`src/rtl/tt_page_loader_if.sv`:
```
// Interface bundling the page loader's control, flash and teletext-buffer signals.
// master = the side that requests loads and models the flash; slave = the loader itself.
interface tt_page_loader_if;
  logic        load_req;
  logic [8:0]  load_page;
  logic        auto_en;
  logic [7:0]  flash_data;
  logic [20:0] flash_address;
  logic        tt_write;
  logic [9:0]  tt_address;
  logic [7:0]  tt_data;
  logic        busy;
  logic        done;
  logic        err;
  logic [8:0]  current_page;

  modport master (
    output load_req, load_page, auto_en, flash_data,
    input  flash_address, tt_write, tt_address, tt_data, busy, done, err, current_page
  );

  modport slave (
    input  load_req, load_page, auto_en, flash_data,
    output flash_address, tt_write, tt_address, tt_data, busy, done, err, current_page
  );
endinterface

```
`src/rtl/tt_page_loader.sv`:
```
// Teletext page loader: copies one page from parallel flash into the teletext
// buffer write port, either on request or by timed auto-advance.
// Every output is driven straight from a register.
module tt_page_loader #(
  parameter int PAGE_BYTES   = 1000,
  parameter int FLASH_WAIT   = 7,
  parameter int MAX_PAGE     = 485,
  parameter int DWELL_CYCLES = 2**28
) (
  input logic              clk,
  input logic              nrst,
  tt_page_loader_if.slave  bus
);

  localparam int WW = $clog2(FLASH_WAIT + 1);
  localparam int DW = $clog2(DWELL_CYCLES);

  typedef enum logic [1:0] {
    IDLE  = 2'd0,
    FETCH = 2'd1,
    DONE  = 2'd2
  } state_t;

  state_t        state_reg, state_next;
  logic [8:0]    page_reg, page_next;
  logic [9:0]    byte_reg, byte_next;
  logic [WW-1:0] wait_reg, wait_next;
  logic [DW-1:0] dwell_reg, dwell_next;
  logic [20:0]   flash_address_reg, flash_address_next;
  logic          tt_write_reg, tt_write_next;
  logic [9:0]    tt_address_reg, tt_address_next;
  logic [7:0]    tt_data_reg, tt_data_next;
  logic          busy_reg, busy_next;
  logic          done_reg, done_next;
  logic          err_reg, err_next;
  logic [8:0]    current_page_reg, current_page_next;

  logic          dwell_tick;
  logic          start;
  logic [8:0]    start_page;
  logic [8:0]    auto_page;

  // Auto-advance target wraps back to page 0 after the last valid page.
  assign auto_page  = (current_page_reg == 9'(MAX_PAGE)) ? 9'd0 : current_page_reg + 9'd1;
  assign dwell_tick = bus.auto_en && (dwell_reg == DW'(DWELL_CYCLES - 1));

  // Next-state and next-output logic; the dwell counter clears unless it is counting in IDLE.
  always_comb begin
    state_next         = state_reg;
    page_next          = page_reg;
    byte_next          = byte_reg;
    wait_next          = wait_reg;
    dwell_next         = '0;
    flash_address_next = flash_address_reg;
    tt_write_next      = 1'b0;
    tt_address_next    = tt_address_reg;
    tt_data_next       = tt_data_reg;
    busy_next          = busy_reg;
    done_next          = 1'b0;
    err_next           = 1'b0;
    current_page_next  = current_page_reg;
    start              = 1'b0;
    start_page         = auto_page;

    case (state_reg)
      IDLE: begin
        if (bus.auto_en && !dwell_tick) begin
          dwell_next = dwell_reg + DW'(1);
        end
        // A manual request takes priority; an auto tick in the same cycle is dropped.
        if (bus.load_req) begin
          if (bus.load_page <= 9'(MAX_PAGE)) begin
            start      = 1'b1;
            start_page = bus.load_page;
          end else begin
            err_next = 1'b1;
          end
        end else if (dwell_tick) begin
          start = 1'b1;
        end
        if (start) begin
          state_next         = FETCH;
          page_next          = start_page;
          byte_next          = 10'd0;
          wait_next          = WW'(FLASH_WAIT);
          flash_address_next = {2'b00, start_page, 10'd0};
          busy_next          = 1'b1;
          dwell_next         = '0;
        end
      end

      FETCH: begin
        if (wait_reg == '0) begin
          tt_write_next   = 1'b1;
          tt_address_next = byte_reg;
          tt_data_next    = bus.flash_data;
          if (byte_reg == 10'(PAGE_BYTES - 1)) begin
            // Leave the flash address on the last byte so it holds through IDLE.
            state_next = DONE;
          end else begin
            byte_next          = byte_reg + 10'd1;
            wait_next          = WW'(FLASH_WAIT);
            flash_address_next = {2'b00, page_reg, byte_reg + 10'd1};
          end
        end else begin
          wait_next = wait_reg - WW'(1);
        end
      end

      DONE: begin
        done_next         = 1'b1;
        busy_next         = 1'b0;
        current_page_next = page_reg;
        state_next        = IDLE;
      end

      default: begin
        state_next = IDLE;
        busy_next  = 1'b0;
      end
    endcase
  end

  // State and output registers; reset aborts any load immediately.
  always_ff @(posedge clk) begin
    if (!nrst) begin
      state_reg         <= IDLE;
      page_reg          <= 9'd0;
      byte_reg          <= 10'd0;
      wait_reg          <= '0;
      dwell_reg         <= '0;
      flash_address_reg <= 21'd0;
      tt_write_reg      <= 1'b0;
      tt_address_reg    <= 10'd0;
      tt_data_reg       <= 8'd0;
      busy_reg          <= 1'b0;
      done_reg          <= 1'b0;
      err_reg           <= 1'b0;
      current_page_reg  <= 9'd0;
    end else begin
      state_reg         <= state_next;
      page_reg          <= page_next;
      byte_reg          <= byte_next;
      wait_reg          <= wait_next;
      dwell_reg         <= dwell_next;
      flash_address_reg <= flash_address_next;
      tt_write_reg      <= tt_write_next;
      tt_address_reg    <= tt_address_next;
      tt_data_reg       <= tt_data_next;
      busy_reg          <= busy_next;
      done_reg          <= done_next;
      err_reg           <= err_next;
      current_page_reg  <= current_page_next;
    end
  end

  assign bus.flash_address = flash_address_reg;
  assign bus.tt_write      = tt_write_reg;
  assign bus.tt_address    = tt_address_reg;
  assign bus.tt_data       = tt_data_reg;
  assign bus.busy          = busy_reg;
  assign bus.done          = done_reg;
  assign bus.err           = err_reg;
  assign bus.current_page  = current_page_reg;

endmodule

```
`src/flat_wrapper.sv`:
```
// flat-port wrapper written by rule: the top's interface ports become plain ports
module tt_page_loader_flat 
#(
  parameter int PAGE_BYTES   = 1000,
  parameter int FLASH_WAIT   = 7,
  parameter int MAX_PAGE     = 485,
  parameter int DWELL_CYCLES = 2**28
)
  (clk, nrst, bus_load_req, bus_load_page, bus_auto_en, bus_flash_data, bus_flash_address, bus_tt_write, bus_tt_address, bus_tt_data, bus_busy, bus_done, bus_err, bus_current_page);
  tt_page_loader_if bus_i ();
  input logic clk;
  input logic nrst;
  input wire logic [$bits(bus_i.load_req)-1:0] bus_load_req;
  input wire logic [$bits(bus_i.load_page)-1:0] bus_load_page;
  input wire logic [$bits(bus_i.auto_en)-1:0] bus_auto_en;
  input wire logic [$bits(bus_i.flash_data)-1:0] bus_flash_data;
  output wire logic [$bits(bus_i.flash_address)-1:0] bus_flash_address;
  output wire logic [$bits(bus_i.tt_write)-1:0] bus_tt_write;
  output wire logic [$bits(bus_i.tt_address)-1:0] bus_tt_address;
  output wire logic [$bits(bus_i.tt_data)-1:0] bus_tt_data;
  output wire logic [$bits(bus_i.busy)-1:0] bus_busy;
  output wire logic [$bits(bus_i.done)-1:0] bus_done;
  output wire logic [$bits(bus_i.err)-1:0] bus_err;
  output wire logic [$bits(bus_i.current_page)-1:0] bus_current_page;
  assign bus_i.load_req = bus_load_req;
  assign bus_i.load_page = bus_load_page;
  assign bus_i.auto_en = bus_auto_en;
  assign bus_i.flash_data = bus_flash_data;
  assign bus_flash_address = bus_i.flash_address;
  assign bus_tt_write = bus_i.tt_write;
  assign bus_tt_address = bus_i.tt_address;
  assign bus_tt_data = bus_i.tt_data;
  assign bus_busy = bus_i.busy;
  assign bus_done = bus_i.done;
  assign bus_err = bus_i.err;
  assign bus_current_page = bus_i.current_page;
  tt_page_loader #(.PAGE_BYTES(PAGE_BYTES), .FLASH_WAIT(FLASH_WAIT), .MAX_PAGE(MAX_PAGE), .DWELL_CYCLES(DWELL_CYCLES)) u_core (.clk(clk), .nrst(nrst), .bus(bus_i));
endmodule
```
`config.mk`:
```
export PLATFORM = sky130hd
export DESIGN_NAME = tt_page_loader_flat
export DESIGN_NICKNAME = d
export VERILOG_FILES = /design/src/rtl/tt_page_loader_if.sv /design/src/rtl/tt_page_loader.sv /design/src/flat_wrapper.sv
export SDC_FILE = /design/constraint.sdc
export NUM_CORES = 1
export LEC_CHECK = 0
export ABC_AREA = 1
export CORE_MARGIN = 3
export CORE_UTILIZATION = 60
export CTS_BUF_LIST = sky130_fd_sc_hd__clkbuf_2 sky130_fd_sc_hd__clkbuf_4 sky130_fd_sc_hd__clkbuf_8
export CTS_CLUSTER_SIZE = 40
export DETAILED_ROUTE_END_ITERATION = 7
export GPL_ROUTABILITY_DRIVEN = 0
export MAX_ROUTING_LAYER = met4
export PLACE_DENSITY = 0.88
export SLEW_MARGIN = 20
export SYNTH_ARGS = -nofsm -noshare
export SYNTH_HDL_FRONTEND = slang
export SYNTH_SLANG_ARGS = --single-unit
```
`constraint.sdc`:
```
create_clock -name clk -period 3.06 [get_ports clk]
set_input_delay 0.459 -clock clk [delete_from_list [all_inputs] [get_ports clk]]
set_output_delay 0.459 -clock clk [all_outputs]
set_load 0.01 [all_outputs]
```
Word-level counts from Yosys, hierarchy flattened
Cells that the tools add are included.

operators by class
  bitwise logic cells = 4
  divide/modulo/power cells = 0
  add/subtract/negate cells = 4
  $lt $le $gt $ge = 1
  multipliers = 0
  shift-type cells = 0
  eq/ne operators = 10
  reductions and logical operators = 15
  mux-type cells = 28

operators by type and width
  operator                                                         number
  21-bit 2-to-1 mux                                                3
  21-bit case mux with 2 select lines                              1
  10-bit 2-to-1 mux                                                3
  28-bit by 1-bit adder with 28-bit output, second input constant  1
  28-bit equality test, second input constant                      1
  9-bit 2-to-1 mux                                                 3
  10-bit case mux with 2 select lines                              1
  10-bit by 1-bit adder with 10-bit output, second input constant  1
  10-bit equality test, second input constant                      1
  9-bit by 1-bit adder with 9-bit output, second input constant    1
  9-bit equality test, second input constant                       1
  9-bit less-or-equal comparator, second input constant            1
  3-bit 2-to-1 mux                                                 3
  3-bit AND reduction                                              3
  1-bit 2-to-1 mux                                                 8
  2-bit AND reduction                                              4
  2-bit 2-to-1 mux                                                 3
  3-bit case mux with 2 select lines                               1
  2-bit by 1-bit != test with 1-bit output, second input constant  2
  2-bit != test, second input constant                             2
  1-bit inverter                                                   4
  2-bit case mux with 2 select lines                               1
  4-bit AND reduction                                              1
  4-bit OR reduction                                               1
  10 further kinds                                                 11

storage, ports and cells
  output and inout bits = 52
  flip-flop bits (word level) = 104
  memory bits (read-only) = 0
  memory bits (writable) = 0
  input port bits = 21
  latch bits = 0
  memories kept = 0

Longest topological paths before layout
  depth in word-level cells = 7
  depth in mapped cells = 13
  depth with buffers taken out = 12

Least setup slack after synthesis
OpenSTA, ideal clock, no wires.

  path type = register -> register
  start point = register u_core.dwell_reg[0]
  end point = register u_core.byte_reg[6]
  stages on the path, launching flop included = 14
  clock period less this slack = 1.650 ns
  path slack = 1.410 ns
  buffers on the path = 1
  required time = 2.947 ns
  arrival = 1.537 ns
  library setup time = 0.113 ns
  cell sequence = dfxtp_1 ha_1 nand2_2 nor2_4 nand2_4 nor2_4 nand4_2 nand2_2 nand2_4 nand2_4 buf_8 nand2_1 nand2_1 nor2_1

between the ends
  longest elaborated chain between the ends = 7

ends and longest elaborated chain
  what                                  RTL line               text
  from (decl)                           tt_page_loader.sv:28   logic [DW-1:0] dwell_reg, dwell_next;
  from (signal assigned)                tt_page_loader.sv:145  dwell_reg <= dwell_next;
  28-bit equality test                  tt_page_loader.sv:45   assign dwell_tick = bus.auto_en && (dwell_reg == DW'(DWELL_CYCLES - 1));
  1-bit logical AND                     tt_page_loader.sv:45
  1-bit 2-to-1 mux                      tt_page_loader.sv:78   end else if (dwell_tick) begin
  1-bit 2-to-1 mux                      tt_page_loader.sv:71   if (bus.load_req) begin
  1-bit 2-to-1 mux                      tt_page_loader.sv:65   case (state_reg)
  2-bit != test (no source line)        n/a
  4-bit AND reduction (no source line)  n/a
  to (signal assigned)                  tt_page_loader.sv:143  byte_reg <= byte_next;
  to (decl)                             tt_page_loader.sv:26   logic [9:0] byte_reg, byte_next;

Every way passes these cells. The select of a mux whose other input is x is not followed.
A chain may end at the register's enable or synchronous reset.

Final worst setup path
  start point = input port bus_load_page[6]
  end point = register u_core.wait_reg[1]

between the ends
  longest elaborated chain between the ends = 6

ends and longest elaborated chain
  what                                  RTL line               text
  from (decl)                           flat_wrapper.sv:14     input wire logic [$bits(bus_i.load_page)-1:0] bus_load_page;
  9-bit less-or-equal comparator        tt_page_loader.sv:72   if (bus.load_page <= 9'(MAX_PAGE)) begin
  1-bit 2-to-1 mux                      tt_page_loader.sv:72
  1-bit 2-to-1 mux                      tt_page_loader.sv:71
  1-bit 2-to-1 mux                      tt_page_loader.sv:65
  2-bit != test (no source line)        n/a
  3-bit AND reduction (no source line)  n/a
  to (signal assigned)                  tt_page_loader.sv:144  wait_reg <= wait_next;
  to (decl)                             tt_page_loader.sv:27   logic [WW-1:0] wait_reg, wait_next;

Every way passes these cells. The select of a mux whose other input is x is not followed.

==> metrics.cfg <==
[status]
status = complete, no violations

[critical_path]
crit_fanout = 22
r2r_slack_ns = 0.96
worst-setup-path-type = in2reg
required_ns = 3.29
cp.arrival_ns = 2.39
end_kind = flop
start_kind = primary input

[global_routing]
grt_pass1_vias = 4118
gr-total-overflow = 0
antenna_found_initial = 0
grt_use_total_pct = 27.1
grt_pass1_wl_um = 18500
grt_max_degree = 50

[die]
initial_utilization_pct = 63.6
die_w_um = 92.0
die_h_um = 92.0
dieArea_um2 = 8470
core_um2 = 6980
rows = 30
pin_count = 73

[route]
drcViolationCount = 0
vias_per_cell = 5.54
drtPass1Iterations = 7
routedWlPerCell_um = 13.8
totalWireLength_um = 11100
vias = 4440
drtIter0Drc = 332
antenna_left = 0

[synthesis]
synth_edf_count = 0
synth_common_cells = nand2_1 (135), nor2_1 (122), dfxtp_1 (92), inv_1 (53), o21ai_0 (48)
yosysMostFrequentCell = nand2_1
yosys_register_bits = 92
ys_top_cells_by_area = dfxtp_1 (41%), nand2_1 (11%), nor2_1 (10%), o21ai_0 (5.4%), inv_1 (4.5%)
syn_area_um2 = 4440
synth.avg_cell_area_um2 = 6.95
synth_top_cell_by_area = dfxtp_1
yosysWarningCount = 0
postSynthCellCount = 639
ys_types = 39
async_reset_ff_share_pct = 0
synthFlopType = dfxtp_1
yosysSeqAreaShare_pct = 41.5
yosysTopAreaCellShare_pct = 41.5

[timing]
fmax_mhz = 463
setup_viol = 0
worst_slew_pin_slew_ns = 0.681
period_share_pct = 70.5
fin_crit_ns = 2.16
max_slew_margin_pct = 54.5
slew_violations = 0
rsz0062_at_grt = false
final.setup.tns_ns = 0
holdWs_ns = 0.483
hold_viol = 0
finalWorstSetupSlack_ns = 0.902
skew_ns = 0.00732

[clock_network]
postCtsHoldBufs = 0
clk_pin_slew_ns = 0.08
htree_levels = 3
cts_resized = 0
clk_root_buffer_cell = clkbuf_8
tritoncts = built
cts.path.max_buffers = 2
clk_latency_ns = 0.35
cts.sinks = 92
cts_buffers = 9
post_cts_buffers = 0

[layout]
instances_no_fill = 802
layout.nets = 730
area_delta_synth_final_pct = 21.5
antennaDiodeCount = 0
drive_above_1_share_pct = 7.79
largest_register_ffs = 28

[place]
place.detailed.hpwl_um = 7940
dp.cells = 788
port_buffers = 70
post-place-ws_ns = 0.583

[worst_hold_path]
hp-class = reg2reg

[power]
ir_drop_mv = 0.342
power_density_nw_per_um2 = 471
p_leak_nw = 2.13

[job]
maxCapViolCount = 0

## power breakdown
group	total, mW	switching (mW)	leakage (nW)	internal [mW]
clock network	0.894	0.401	0.109	0.493
logic	0.356	0.201	1.27	0.155
registers	1.29	0.0418	0.748	1.25
## path summary, 6_finish.rpt
path,start,endpoint,cells past startpoint
hold / removal,u_core.dwell_reg[0],u_core.dwell_reg[0],1
hold reg to reg,u_core.dwell_reg[0],u_core.dwell_reg[0],1
setup reg to reg,u_core.byte_reg[1],u_core.bus.flash_address[18],10
setup / recovery,bus_load_page[6],u_core.wait_reg[1],10
## worst max-delay path: stages
cell and delay [ns]:
clkdlybuf4s50_1 0.49, nand2_1 0.06, nor2_1 0.12, nand2_1 0.11, nand2_1 0.15, nand2_2 0.10, nand2_4 0.21, clkinv_1 0.30
nor2_1 0.28, a21oi_1 0.10
## routing by layer
metal  track usage, %  wire length, µm  up-vias
met5                -                0        -
met2             45.4             5530      221
li1                 -                -     2162
met4             9.28              184        0
met1             32.6             4590     2035
met3             5.33              784       22
## cell families (layout without fill, tap and decap cells)
logic type                 count (synthesis)  count (layout)  share of synthesized area (%)
AOI/OAI and AO/OA                         95              95                           11.6
xor gates and xnor gates                  15              15                           2.96
adders and majority gates                  6               6                           1.69
buffers and inverters                     79             145                           7.44
DFF                                       92              92                           41.5
other                                      1               2                         0.0844
and+or+nand+nor                          351             351                           34.7
## placed cells by master (no fill, tap or decap)
cell	netlist	layout
clkbuf_8	0	10
nand2_1	135	135
nor3b_1	1	1
o21bai_1	1	1
nor2_2	1	1
nor2_4	3	3
a31oi_1	1	1
nand3b_1	5	5
or3_1	1	1
clkdlybuf4s50_1	0	70
clkbuf_4	0	2
buf_4	3	5
nand4_2	1	1
and3_1	1	1
conb_1	1	2
a21oi_2	8	8
xor2_1	9	9
xnor2_1	6	6
nor3_1	13	13
nor2_1	122	122
nand3_2	1	1
bufinv_16	0	2
clkinv_1	2	2
inv_1	53	53
a21oi_1	34	34
nand2_4	3	3
o21ai_0	48	48
a211oi_1	1	1
o211ai_1	1	1
nor4_1	4	4
dfxtp_1	92	92
or2_2	6	6
o21a_1	1	1
ha_1	6	6
nand3_1	33	33
nand2_2	12	12
nand4_1	9	9
inv_2	1	1
## area by class of cell
| class | count | area (µm²) |
|---|---|---|
| sequential | 92 | 1840 |
| timing repair buffer | 75 | 738 |
| fill | 539 | 1590 |
| inverter | 56 | 210 |
| multi-input combinational | 469 | 2270 |
| clock buffer | 12 | 153 |
| tap | 96 | 120 |
| clock inverter | 2 | 60.1 |
## through the flow
step                area, µm²  power, mW  util [%]
finish                   5400       2.54      77.3
global route             5400       2.64      77.3
CTS                      5400       2.56      77.3
detailed placement       5180       1.67      74.2
global placement         5180       1.66      74.2
floorplan                4450       1.52         -
Power figures use the tool's default switching activity.
